`src/rtl/rr_arbiter_4_pkg.sv`:
```
// Shared definitions for the four-requester round-robin arbiter.
// Provides:
//   - sizing constants (requester count, index and counter widths)
//   - the arbiter state encoding
//   - rr_pick, the rotating-priority search used for every grant decision
package rr_arbiter_4_pkg;

  localparam int unsigned NumReq = 4;
  localparam int unsigned IdxW   = 2;
  localparam int unsigned CntW   = 8;

  typedef enum logic {
    StIdle  = 1'b0,
    StGrant = 1'b1
  } state_e;

  // Scans req starting at ptr and wrapping mod 4; the first set bit wins.
  // The result is {found, index}, and the index is 0 when nothing is found.
  function automatic logic [IdxW:0] rr_pick(logic [NumReq-1:0] req, logic [IdxW-1:0] ptr);
    logic            found;
    logic [IdxW-1:0] idx;
    logic [IdxW-1:0] cand;
    found = 1'b0;
    idx   = '0;
    for (int k = 0; k < NumReq; k++) begin
      cand = ptr + IdxW'(k);
      if (!found && req[cand]) begin
        found = 1'b1;
        idx   = cand;
      end
    end
    return {found, idx};
  endfunction

endpackage

```
`src/rtl/rr_arbiter_4_dec.sv`:
```
// 2-to-4 binary decoder with enable.
// Ports:
//   A  - binary select
//   en - enable; when it is low, D is all-zero
//   D  - one-hot output
module dec_2_to_4 (
  input  logic [1:0] A,
  input  logic       en,
  output logic [3:0] D
);

  always_comb begin
    D = 4'b0000;
    if (en) begin
      D = 4'b0001 << A;
    end
  end

endmodule

```
`src/rtl/rr_arbiter_4.sv`:
```
// Four-requester round-robin arbiter with a programmable hold limit.
// Ports:
//   clk     - system clock, rising edge
//   rst     - asynchronous active-high reset
//   req     - request vector; bit i means requester i wants the resource
//   gnt     - registered one-hot grant; all-zero when there is no grant
//   gnt_idx - registered binary index of the grantee; 0 when there is no grant
//   gnt_vld - high while a grant is active
//   timeout - one-cycle pulse on the cycle in which a forced release takes effect
// Parameter:
//   HOLD_MAX - maximum number of consecutive cycles a grant may be held; 0 means no limit
module rr_arbiter_4
  import rr_arbiter_4_pkg::*;
#(
  parameter int unsigned HOLD_MAX = 15
) (
  input  logic              clk,
  input  logic              rst,
  input  logic [NumReq-1:0] req,
  output logic [NumReq-1:0] gnt,
  output logic [IdxW-1:0]   gnt_idx,
  output logic              gnt_vld,
  output logic              timeout
);

  localparam bit HoldEn = (HOLD_MAX != 0);
  // Last legal value of cnt before a forced release. It is only used when HoldEn is set.
  localparam logic [CntW-1:0] HoldLast = HoldEn ? CntW'(HOLD_MAX - 1) : '0;

  state_e            state_q, state_d;
  logic [IdxW-1:0]   ptr_q, ptr_d;
  logic [CntW-1:0]   cnt_q, cnt_d;
  logic [IdxW-1:0]   gnt_idx_next;
  logic              gnt_vld_next;
  logic [NumReq-1:0] gnt_next;
  logic              timeout_d;

  logic [IdxW:0]     pick_full;
  logic [IdxW:0]     pick_masked;

  // The current holder is masked so that a release or timeout hands the grant to someone else.
  assign pick_full   = rr_pick(req, ptr_q);
  assign pick_masked = rr_pick(req & ~(4'b0001 << gnt_idx), ptr_q);

  always_comb begin
    state_d      = state_q;
    ptr_d        = ptr_q;
    cnt_d        = cnt_q;
    gnt_idx_next = gnt_idx;
    gnt_vld_next = gnt_vld;
    timeout_d    = 1'b0;

    unique case (state_q)
      StIdle: begin
        if (pick_full[IdxW]) begin
          state_d      = StGrant;
          gnt_vld_next = 1'b1;
          gnt_idx_next = pick_full[IdxW-1:0];
          ptr_d        = pick_full[IdxW-1:0] + 2'd1;
          cnt_d        = '0;
        end
      end
      StGrant: begin
        if (!req[gnt_idx]) begin
          if (pick_masked[IdxW]) begin
            gnt_idx_next = pick_masked[IdxW-1:0];
            ptr_d        = pick_masked[IdxW-1:0] + 2'd1;
            cnt_d        = '0;
          end else begin
            state_d      = StIdle;
            gnt_vld_next = 1'b0;
            gnt_idx_next = '0;
            cnt_d        = '0;
          end
        end else if (!HoldEn || (cnt_q < HoldLast)) begin
          cnt_d = cnt_q + 8'd1;
        end else begin
          timeout_d = 1'b1;
          cnt_d     = '0;
          if (pick_masked[IdxW]) begin
            gnt_idx_next = pick_masked[IdxW-1:0];
            ptr_d        = pick_masked[IdxW-1:0] + 2'd1;
          end else begin
            // The holder is the only requester, so it is re-granted.
            ptr_d = gnt_idx + 2'd1;
          end
        end
      end
      default: begin
        state_d      = StIdle;
        gnt_vld_next = 1'b0;
        gnt_idx_next = '0;
      end
    endcase
  end

  dec_2_to_4 u_dec (
    .A  (gnt_idx_next),
    .en (gnt_vld_next),
    .D  (gnt_next)
  );

  always_ff @(posedge clk or posedge rst) begin
    if (rst) begin
      state_q <= StIdle;
      ptr_q   <= '0;
      cnt_q   <= '0;
      gnt     <= '0;
      gnt_idx <= '0;
      gnt_vld <= 1'b0;
      timeout <= 1'b0;
    end else begin
      state_q <= state_d;
      ptr_q   <= ptr_d;
      cnt_q   <= cnt_d;
      gnt     <= gnt_next;
      gnt_idx <= gnt_idx_next;
      gnt_vld <= gnt_vld_next;
      timeout <= timeout_d;
    end
  end

endmodule
```
`config.mk`:
```
export PLATFORM = sky130hd
export DESIGN_NAME = rr_arbiter_4
export DESIGN_NICKNAME = d
export VERILOG_FILES = /design/src/rtl/rr_arbiter_4_pkg.sv /design/src/rtl/rr_arbiter_4_dec.sv /design/src/rtl/rr_arbiter_4.sv
export SDC_FILE = /design/constraint.sdc
export NUM_CORES = 1
export LEC_CHECK = 0
export CAP_MARGIN = 20
export CORE_UTILIZATION = 30
export CTS_BUF_LIST = sky130_fd_sc_hd__clkbuf_4
export DETAILED_ROUTE_END_ITERATION = 6
export HOLD_SLACK_MARGIN = 0.06
export PLACE_DENSITY = 0.48
export SLEW_MARGIN = 20
export SYNTH_ARGS = -nofsm -noshare
export SYNTH_HDL_FRONTEND = slang
export SYNTH_SLANG_ARGS = --single-unit
```
`constraint.sdc`:
```
create_clock -name clk -period 2 [get_ports clk]
set_input_delay 0.2 -clock clk [delete_from_list [all_inputs] [get_ports clk]]
set_output_delay 0.2 -clock clk [all_outputs]
set_load 0.02 [all_outputs]
```
## After elaboration in Yosys (flattened, before gate mapping)

Index checks and enable logic that the tools add are counted.

| storage, ports and cells | value |
|---|---|
| flip-flop bits (word level) | 19 |
| bits in latches | 0 |
| RAM bits | 0 |
| bits in read-only memories | 0 |
| output and inout port bits | 8 |
| word-level logic and storage cells | 103 |
| memories kept | 0 |

| operators by class | value |
|---|---|
| $add $sub $neg | 7 |
| multiply operators | 0 |
| div/mod/pow operators | 0 |
| order comparisons | 6 |
| equal/unequal tests | 3 |
| shift-type cells | 2 |
| mux-type cells | 62 |
| bitwise operators | 3 |
| reduce and logical (&&, ||, !) cells | 13 |

Operator list:

| cell | number |
|---|---|
| $mux W2 | 18 |
| $mux W1 | 26 |
| $mux W8 | 3 |
| $bmux W1 S2 | 9 |
| $pmux W8 S2 | 1 |
| $lt A2 B3 Y1 const B | 5 |
| $add A2 B1 Y2 const B | 4 |
| $add A8 B1 Y8 const B | 1 |
| $lt A8 B4 Y1 const B | 1 |
| $pmux W2 S2 | 2 |
| $shl A1 B2 Y4 const A | 2 |
| $logic_and A1 B1 Y1 | 6 |
| $logic_not A1 Y1 | 6 |
| $add A2 B2 Y2 const B | 2 |
| $and A4 B4 Y4 | 1 |
| $mux W4 | 1 |
| $not A4 Y4 | 1 |
| $pmux W1 S2 | 2 |
| $ne A3 B1 Y1 const B | 1 |
| $ne A3 B3 Y1 const B | 1 |
| $reduce_and A3 Y1 | 1 |
| $ne A2 B2 Y1 const B | 1 |
| $not A1 Y1 | 1 |

## Logic depth before layout (Yosys ltp)

Gate-level depths: netlist of run 1.

| depth | value |
|---|---|
| word-level depth | 21 |
| gate-level depth with buffers | 9 |
| depth with buffers taken out | 9 |

## Hierarchy

Synthesis of run 1 repeated with hierarchy kept, for this count alone.

| second synthesis, totals | value |
|---|---|
| cells, all modules | 125 |
| area total of the unflattened synthesis | 1212.4 um^2 |

By module, submodules not included:

| module | instances | cells an instance | area an instance (um^2) |
|---|---|---|---|
| rr_arbiter_4 | 1 | 121 | 1174.9 |
| dec_2_to_4 | 1 | 4 | 37.5 |

## Worst setup path before layout of run 1

Ideal clock, no wire load.

| timing | value |
|---|---|
| path type | register -> register |
| start point | register gnt_idx[0] |
| end point | register gnt[2] |
| library setup time | 120 ps |
| data arrival time | 2012 ps |
| slack | -132 ps |
| cell stages (with the launch flop) | 9 |
| path buffers | 0 |
| period minus slack after synthesis | 2132 ps |
| cell sequence | dfrtp_1 -> inv_1 -> ha_1 -> nor2b_1 -> nor4_4 -> o21ai_2 -> mux2_4 -> a22oi_4 -> and3b_1 |

| between the ends | value |
|---|---|
| word-level cells in the longest chain between the ends | 21 |

RTL lines:

| item | RTL line | text |
|---|---|---|
| start, declared | rr_arbiter_4.sv:21 | `output logic [IdxW-1:0] gnt_idx,` |
| start signal, assigned | rr_arbiter_4.sv:117 | `gnt_idx <= gnt_idx_next;` |
| $shl A1 B2 Y4 | rr_arbiter_4.sv:43 | `assign pick_masked = rr_pick(req & ~(4'b0001 << gnt_idx), ptr_q);` |
| $not A4 Y4 | rr_arbiter_4.sv:43 |  |
| $and A4 B4 Y4 | rr_arbiter_4.sv:43 |  |
| $bmux W1 S2 | rr_arbiter_4_pkg.sv:27 | `if (!found && req[cand]) begin` |
| $mux W1 (implied by the code) | rr_arbiter_4_pkg.sv:27 |  |
| $mux W1 | rr_arbiter_4_pkg.sv:27 |  |
| $logic_not A1 Y1 | rr_arbiter_4_pkg.sv:27 |  |
| $logic_and A1 B1 Y1 | rr_arbiter_4_pkg.sv:27 |  |
| (+7 left out) | - |  |
| $mux W2 | rr_arbiter_4.sv:80 | `if (pick_masked[IdxW]) begin` |
| $mux W2 | rr_arbiter_4.sv:75 | `end else if (!HoldEn \|\| (cnt_q < HoldLast)) begin` |
| $mux W2 | rr_arbiter_4.sv:64 | `if (!req[gnt_idx]) begin` |
| $pmux W2 S2 * | rr_arbiter_4.sv:53 | `unique case (state_q)` |
| named net gnt_idx_next[0] | rr_arbiter_4.sv:33 | `logic [IdxW-1:0] gnt_idx_next;` |
| $shl A1 B2 Y4 * | rr_arbiter_4_dec.sv:15 | `D = 4'b0001 << A;` |
| $mux W4 * | rr_arbiter_4_dec.sv:14 | `if (en) begin` |
| named net gnt_next[2] | rr_arbiter_4.sv:35 | `logic [NumReq-1:0] gnt_next;` |
| end signal, assigned | rr_arbiter_4.sv:116 | `gnt <= gnt_next;` |
| end, declared | rr_arbiter_4.sv:20 | `output logic [NumReq-1:0] gnt,` |

The timed path passes the listed nets; every way through them passes the cells marked *. The select of a mux whose other input is x is not followed.
A chain may end at the register's enable or synchronous reset.

## Final worst setup path of run 1

Ends and elaborated chain as after synthesis.

==> metrics, run 1 <==
Post-Synthesis Cells=around 130; design area=1780 sq um; H-tree depth=1; layout cells sized above 1=38.4%; final hold slack=0.298 ns; Max VDD drop=633 uV; Max Clock Skew=0.0105 ns; sequential fraction of the synthesis area=a little under two fifths; wire length of the first global-routing pass=5.04 mm; Netlist cell types=48; Synth Area in XOR/XNOR=0.700%; synthesized cell area=~1300 sq um; complex-gate fraction of the synthesized area=22.0%; Placer Congestion=0.835; initial antenna violation count=0; DRC=0; MaxCap Viol Count=0; number of core rows=23; clock latency on the worst-skew pair=0.29 ns; root buffer cell=clkbuf_4; Reg2Reg Depth=8; ordered cell list for the critical path=buf_6, ha_1, nor2b_4, o221a_1, o22ai_1, mux2_4, a22oi_4, and3b_1; vias=1118; largest net degree at the start of global routing=20; mux share of post-synthesis cell area=4.20%; failing checks=setup timing; Worst path slowest cell=dfrtp_2; Die Ht=66.6 um; final worst path period share=102%; I/O pins=14; hold buffers post-CTS=0; PwrDens=1360 nW/um^2; Max Transition Viols Final=0; placed cell areas=around 1600 sq um; WS Path Type=register to register; initial core utilization=31.3%; Hold Crit Class=input port to async pin; adder-cell share of the synthesized area=approximately 5.0%; Arr. time, crit path=2.22 ns; Period minus WS final=2.03 ns; Critical Path Sink Type=register; critical path data required time=2.19 ns; total wire length=2.92 mm; Critical Path Source=gnt_idx[0]; 1st-pass router iterations=4; Post-synth ARST share=between 90% and 100%; post-synthesis area per instance=10.0 sq um; ANT nets after route=0; Reg clk slew, reported paths=0.11 ns; die area=4430 sq um; prevailing post-synth register cell=dfrtp_1; area grow syn2layout=42.3%; all-layer global routing usage=around 15%; Max Clk Rate=0.492 GHz; hpwl dp=2.23 mm; Vias/cell=5.04; Yosys Warn Count=0; most frequent cells in the layout=buf_4, dfrtp_1, clkdlybuf4s50_1; Static Leak=approximately 0.81 nW; Post-Synth Simple-Gate Area=26.7%; Net Count, Synth=136; CTS tree=yes; vias in the first global route=1097; final setup fails=3; FF-to-FF setup slack=-0.03 ns; flip-flop and latch area=478 sq um; # nets final=184; R2R Path Start=gnt_idx[0]; fill cell total of the finished layout=383; number of synthesized flops with an enable pin=0; Sink Count=19; First DRT Iteration DRCs=39; startpoint types=register; Multi-input gate area=around 800 sq um; Yosys reg bits=19; wire per inst=13.2 um; Pwr Total=0.00243 W; largest family of logic cells by synthesized area=simple AND/OR/NAND/NOR gates; RSZ-0062 raised after global routing=true; most common cell after layout, fill and taps aside=buf_4; setup TNS=-0.0448 ns; aggregate global routing overflow=0; chip width=66.6 um; status=complete, but fails checks; Worst-Margin Slew=~0.7 ns; Fin. Hold Viols=0; Critical R2R Capture=gnt[2]; Inserted Diodes=0; highest cell delay on the worst timing path=0.44 ns; post-layout worst setup margin=-0.0305 ns; worst-path fanout max=5; Max clock buf depth=2; Core Footprint=4000 sq um; fin util=44.5%; CTS buffer count=3; slew margin rel.=a little over half; input/output buffers=13
## synth_stat cells (2+ instances only)
| cell | n | area, sq um |
|---|---|---|
| nand3_1 | 5 | 25.0 |
| inv_1 | 5 | 18.8 |
| o21ai_0 | 4 | 20.0 |
| a41oi_1 | 2 | 17.5 |
| nor2_1 | 11 | 41.3 |
| and2_1 | 3 | 18.8 |
| and2b_1 | 2 | 15.0 |
| a21o_1 | 4 | 30.0 |
| mux2_4 | 2 | 30.0 |
| nand2b_1 | 7 | 43.8 |
| a21oi_1 | 7 | 35.0 |
| nor2b_4 | 2 | 27.5 |
| dfrtp_1 | 19 | 475 |
| o22ai_1 | 4 | 25.0 |
| nor2b_1 | 3 | 18.8 |
| nand2_1 | 9 | 33.8 |
| ha_1 | 5 | 62.6 |
## sequential cells by signal, indices dropped and copies added, names as in the netlist
| signal | cells |
|---|---|
| gnt_vld | 1 |
| cnt_q | 8 |
| ptr_q | 2 |
| state_q | 1 |
| gnt | 4 |
| gnt_idx | 2 |
| timeout | 1 |
## power by group
part	leakage [nW]	internal, W	switching [W]	total [W]
registers	0.243	0.000493	0.000166	0.000659
logic	0.547	0.000876	0.000701	0.00158
clock network	0.0177	0.0000744	0.000116	0.000190
total	0.807	0.00144	0.000983	0.00243
## cell type report
class	count	area share (%)
clock buffer	3	1.26
multi-input combinational	97	44.8
clock inverter	1	0.281
sequential	19	26.8
inverter	6	1.41
tap	50	3.51
timing repair buffer	46	21.9
## worst max-delay path, delay by kind of cell (launching register included)
| kind | cells | cell delay, ns |
|---|---|---|
| AND/OR/NAND/NOR | 2 | 0.36 |
| flip-flops | 1 | 0.44 |
| multiplexers | 1 | 0.30 |
| AO/OA/AOI/OAI | 3 | 0.47 |
| buffers and inverters | 1 | 0.14 |
| adder cells (fa/ha/maj) | 1 | 0.22 |
## metrics by stage
step,setup slack (ns),std cells
3_5_place_dp,-0.168,212
3_3_place_gp,-0.163,212
4_1_cts,-0.00833,221
6_report,-0.0305,222
2_1_floorplan,-0.0486,125
5_1_grt,-0.109,222
## what timing repair did
item	in CTS	in global routing
pin swaps	4	5
setup endpoints to repair	6	9
setup buffers	5	2
gates resized for setup	10	8
## per-layer routing
metal	track usage, %	up-vias	part of all wire [%]
li1	-	548	-
met1	19.9	547	47
met2	25.0	23	49
met3	2.40	0	3.9
met4	3.46	0	0
met5	0	-	0
## worst max-delay path by stage
| stage | to | slack (ns) | depth (start not counted) |
|---|---|---|---|
| 2_1_floorplan | gnt[2] | -0.05 | 8 |
| 3_3_place_gp | gnt[2] | -0.16 | 6 |
| 3_5_place_dp | gnt[2] | -0.17 | 6 |
| 4_1_cts | gnt[2] | -0.008 | 8 |
| 5_1_grt | gnt[2] | -0.11 | 8 |
| 6_report | gnt[2] | -0.03 | 8 |
## cell families (layout without fill, tap and decap cells)
group	Yosys count	after routing
AOI/OAI and AO/OA	35	35
xor gates and xnor gates	1	1
adders and majority gates	5	5
buffers and inverters	9	56
DFF	19	19
muxes	3	3
and+or+nand+nor	53	53
Power figures use the tool's default switching activity.
==> run 2, diff against run 1 <==
SLEW_MARGIN = default   (was 20)
==> results of run 2 <==
No change in the layout: final DEF, timing and power equal those of run 1.
==> run 3, diff against run 2 <==
CORE_MARGIN = 4   (was default)
CTS_CLUSTER_DIAMETER = 100   (was default)
==> run 3 against run 2 <==
Against the previous run:
- the flow still finishes with violations (setup timing)
- worst hold slack lost 0.14 ns
- sequential share of layout area up 0.29 points
- total power rose by 1.5%
- clock skew is 0.0050 ns higher
- die area rose by 19%
- routed wire length increased by 6.9%
- combinational power up 3%
- global-route usage decreased by 2.9 points
- worst setup slack got worse by 0.040 ns
- highest routed layer is now met4
==> metrics, run 3 (synthesis results as in run 1) <==
status=complete, but fails checks; failing checks=setup timing; vias=1127; highest cell delay on the worst timing path=0.43 ns; RSZ-0062 raised after global routing=true; number of core rows=23; ordered cell list for the critical path=inv_2, ha_1, nor2b_1, buf_4, nor4_4, o21ai_2, mux2_4, a22oi_4, and3b_1; initial core utilization=31.1%; max reg flops=8; post-layout worst setup margin=-0.0701 ns; Sink Count=19; ANT nets after route=0; critical path data required time=2.20 ns; # nets final=185; Critical Path Sink Type=register; Inserted Diodes=0; CTS tree=yes; Fin. Hold Viols=0; dpl ws=-0.184 ns; 1st-pass router iterations=4; First DRT Iteration DRCs=53; Hold Crit Class=input port to async pin; final worst path period share=104%; PwrDens=1400 nW/um^2; total wire length=3.13 mm; input/output buffers=13; initial antenna violation count=0; aggregate global routing overflow=0; Pwr Total=0.00246 W; layout cells sized above 1=37.0%; DRC=0; worst-path fanout max=5; Placer Congestion=0.824; CTS buffer count=3; Max clock buf depth=2; Max Clock Skew=0.0155 ns; H-tree depth=1; count of non-filler cells in the finished layout=approximately 220; Core Footprint=4030 sq um; Reg clk slew, reported paths=0.13 ns; fin util=43.7%; most common cell after layout, fill and taps aside=buf_4; chip width=72.6 um; Period minus WS final=2.07 ns; MaxCap Viol Count=0; CP bufs+invs=2; Max Transition Viols Final=0; Worst path slowest cell=dfrtp_2; Max Clk Rate=0.483 GHz; vias in the first global route=1068; Max VDD drop=a little over 600 uV; met2 routed WL=1.53 mm; Vias/cell=just over 5; placed cells=211; Static Leak=0.807 nW; Largest regs=cnt_q: 8 flops, gnt: 4 flops; Arr. time, crit path=2.27 ns; wire per inst=14.0 um; startpoint types=register; Biggest register=cnt_q; all-layer global routing usage=12.0%; hpwl dp=roughly 2.4 mm; design area=1760 sq um; largest net degree at the start of global routing=12; most frequent cells in the layout=buf_4, dfrtp_1, clkdlybuf4s50_1; final setup fails=4; M1 WL=roughly 1.5 mm; slew margin rel.=73.3%; hold buffers post-CTS=0; area grow syn2layout=40.8%; metal3 WL=between 100 and 150 um; Worst-Margin Slew=0.400 ns; placed cell areas=1620 sq um; Die Ht=roughly 73 um; clock latency on the worst-skew pair=0.31 ns; wire length of the first global-routing pass=5.11 mm; top layer in use=met4; delay-heaviest family, CP=simple AND/OR/NAND/NOR gates; die area=5270 sq um; WS Path Type=register to register; I/O pins=14; root buffer cell=clkbuf_4
==> run 3: worst register-to-register path: stages, from the launching register on <==
cell     delay [ns]
dfrtp_2        0.43
inv_2          0.08
ha_1           0.16
nor2b_1        0.05
buf_4          0.15
nor4_4         0.33
o21ai_2        0.10
mux2_4         0.31
a22oi_4        0.17
and3b_1        0.20
==> run 3: metal layers <==
metal | global-route usage, % | vias up
li1 | - | 556
met1 | 16.8 | 548
met2 | 19.3 | 20
met3 | 2.89 | 3
met4 | 1.84 | 0
met5 | 0 | -
==> run 3: what timing repair did <==
item / 4_1_cts / 5_1_grt
endpoints found under the setup margin: 7 / 8
pin swaps: 1 / 4
resized for setup: 3 / 8
buffers inserted: 3 / 5
==> run 3: stage by stage <==
| stage | TNS, ns | hold slack [ns] |
|---|---|---|
| finish | -0.147 | 0.154 |
| CTS | -0.148 | 0.163 |
| global route | -0.915 | 0.196 |
| detailed placement | -0.935 | 0.502 |
| global placement | -0.612 | 0.497 |
| floorplan | -0.0486 | 0.151 |
==> run 3: area by class of cell <==
cell class / count / area (sq um)
Clock buffer: 3 / 22.5
Clock inverter: 1 / 5.00
Fill cell: 414 / 2270
Inverter: 6 / 22.5
Multi-Input combinational cell: 97 / 782
Sequential cell: 19 / 478
Tap cell: 50 / 62.6
Timing Repair Buffer: 47 / 389
==> run 3: path summary, 6_finish.rpt <==
path / startpoint / to / slack [ns] / cells past startpoint
worst min register to register: cnt_q[6] / cnt_q[6] / 0.52 / 1
worst max register to register: gnt_idx[0] / gnt[2] / -0.07 / 9
max in group asynchronous: rst / ptr_q[1] / 1.38 / 3
min in group clk: cnt_q[6] / cnt_q[6] / 0.52 / 1
worst max-delay path: gnt_idx[0] / gnt[2] / -0.07 / 9
worst min-delay path: rst / cnt_q[7] / 0.15 / 2
==> run 3: where the power goes <==
part           switching [W]  internal, W  total, W
logic               0.000714     0.000901   0.00162
registers           0.000150     0.000493  0.000643
clock network       0.000131    0.0000747  0.000205
total               0.000995      0.00147   0.00246
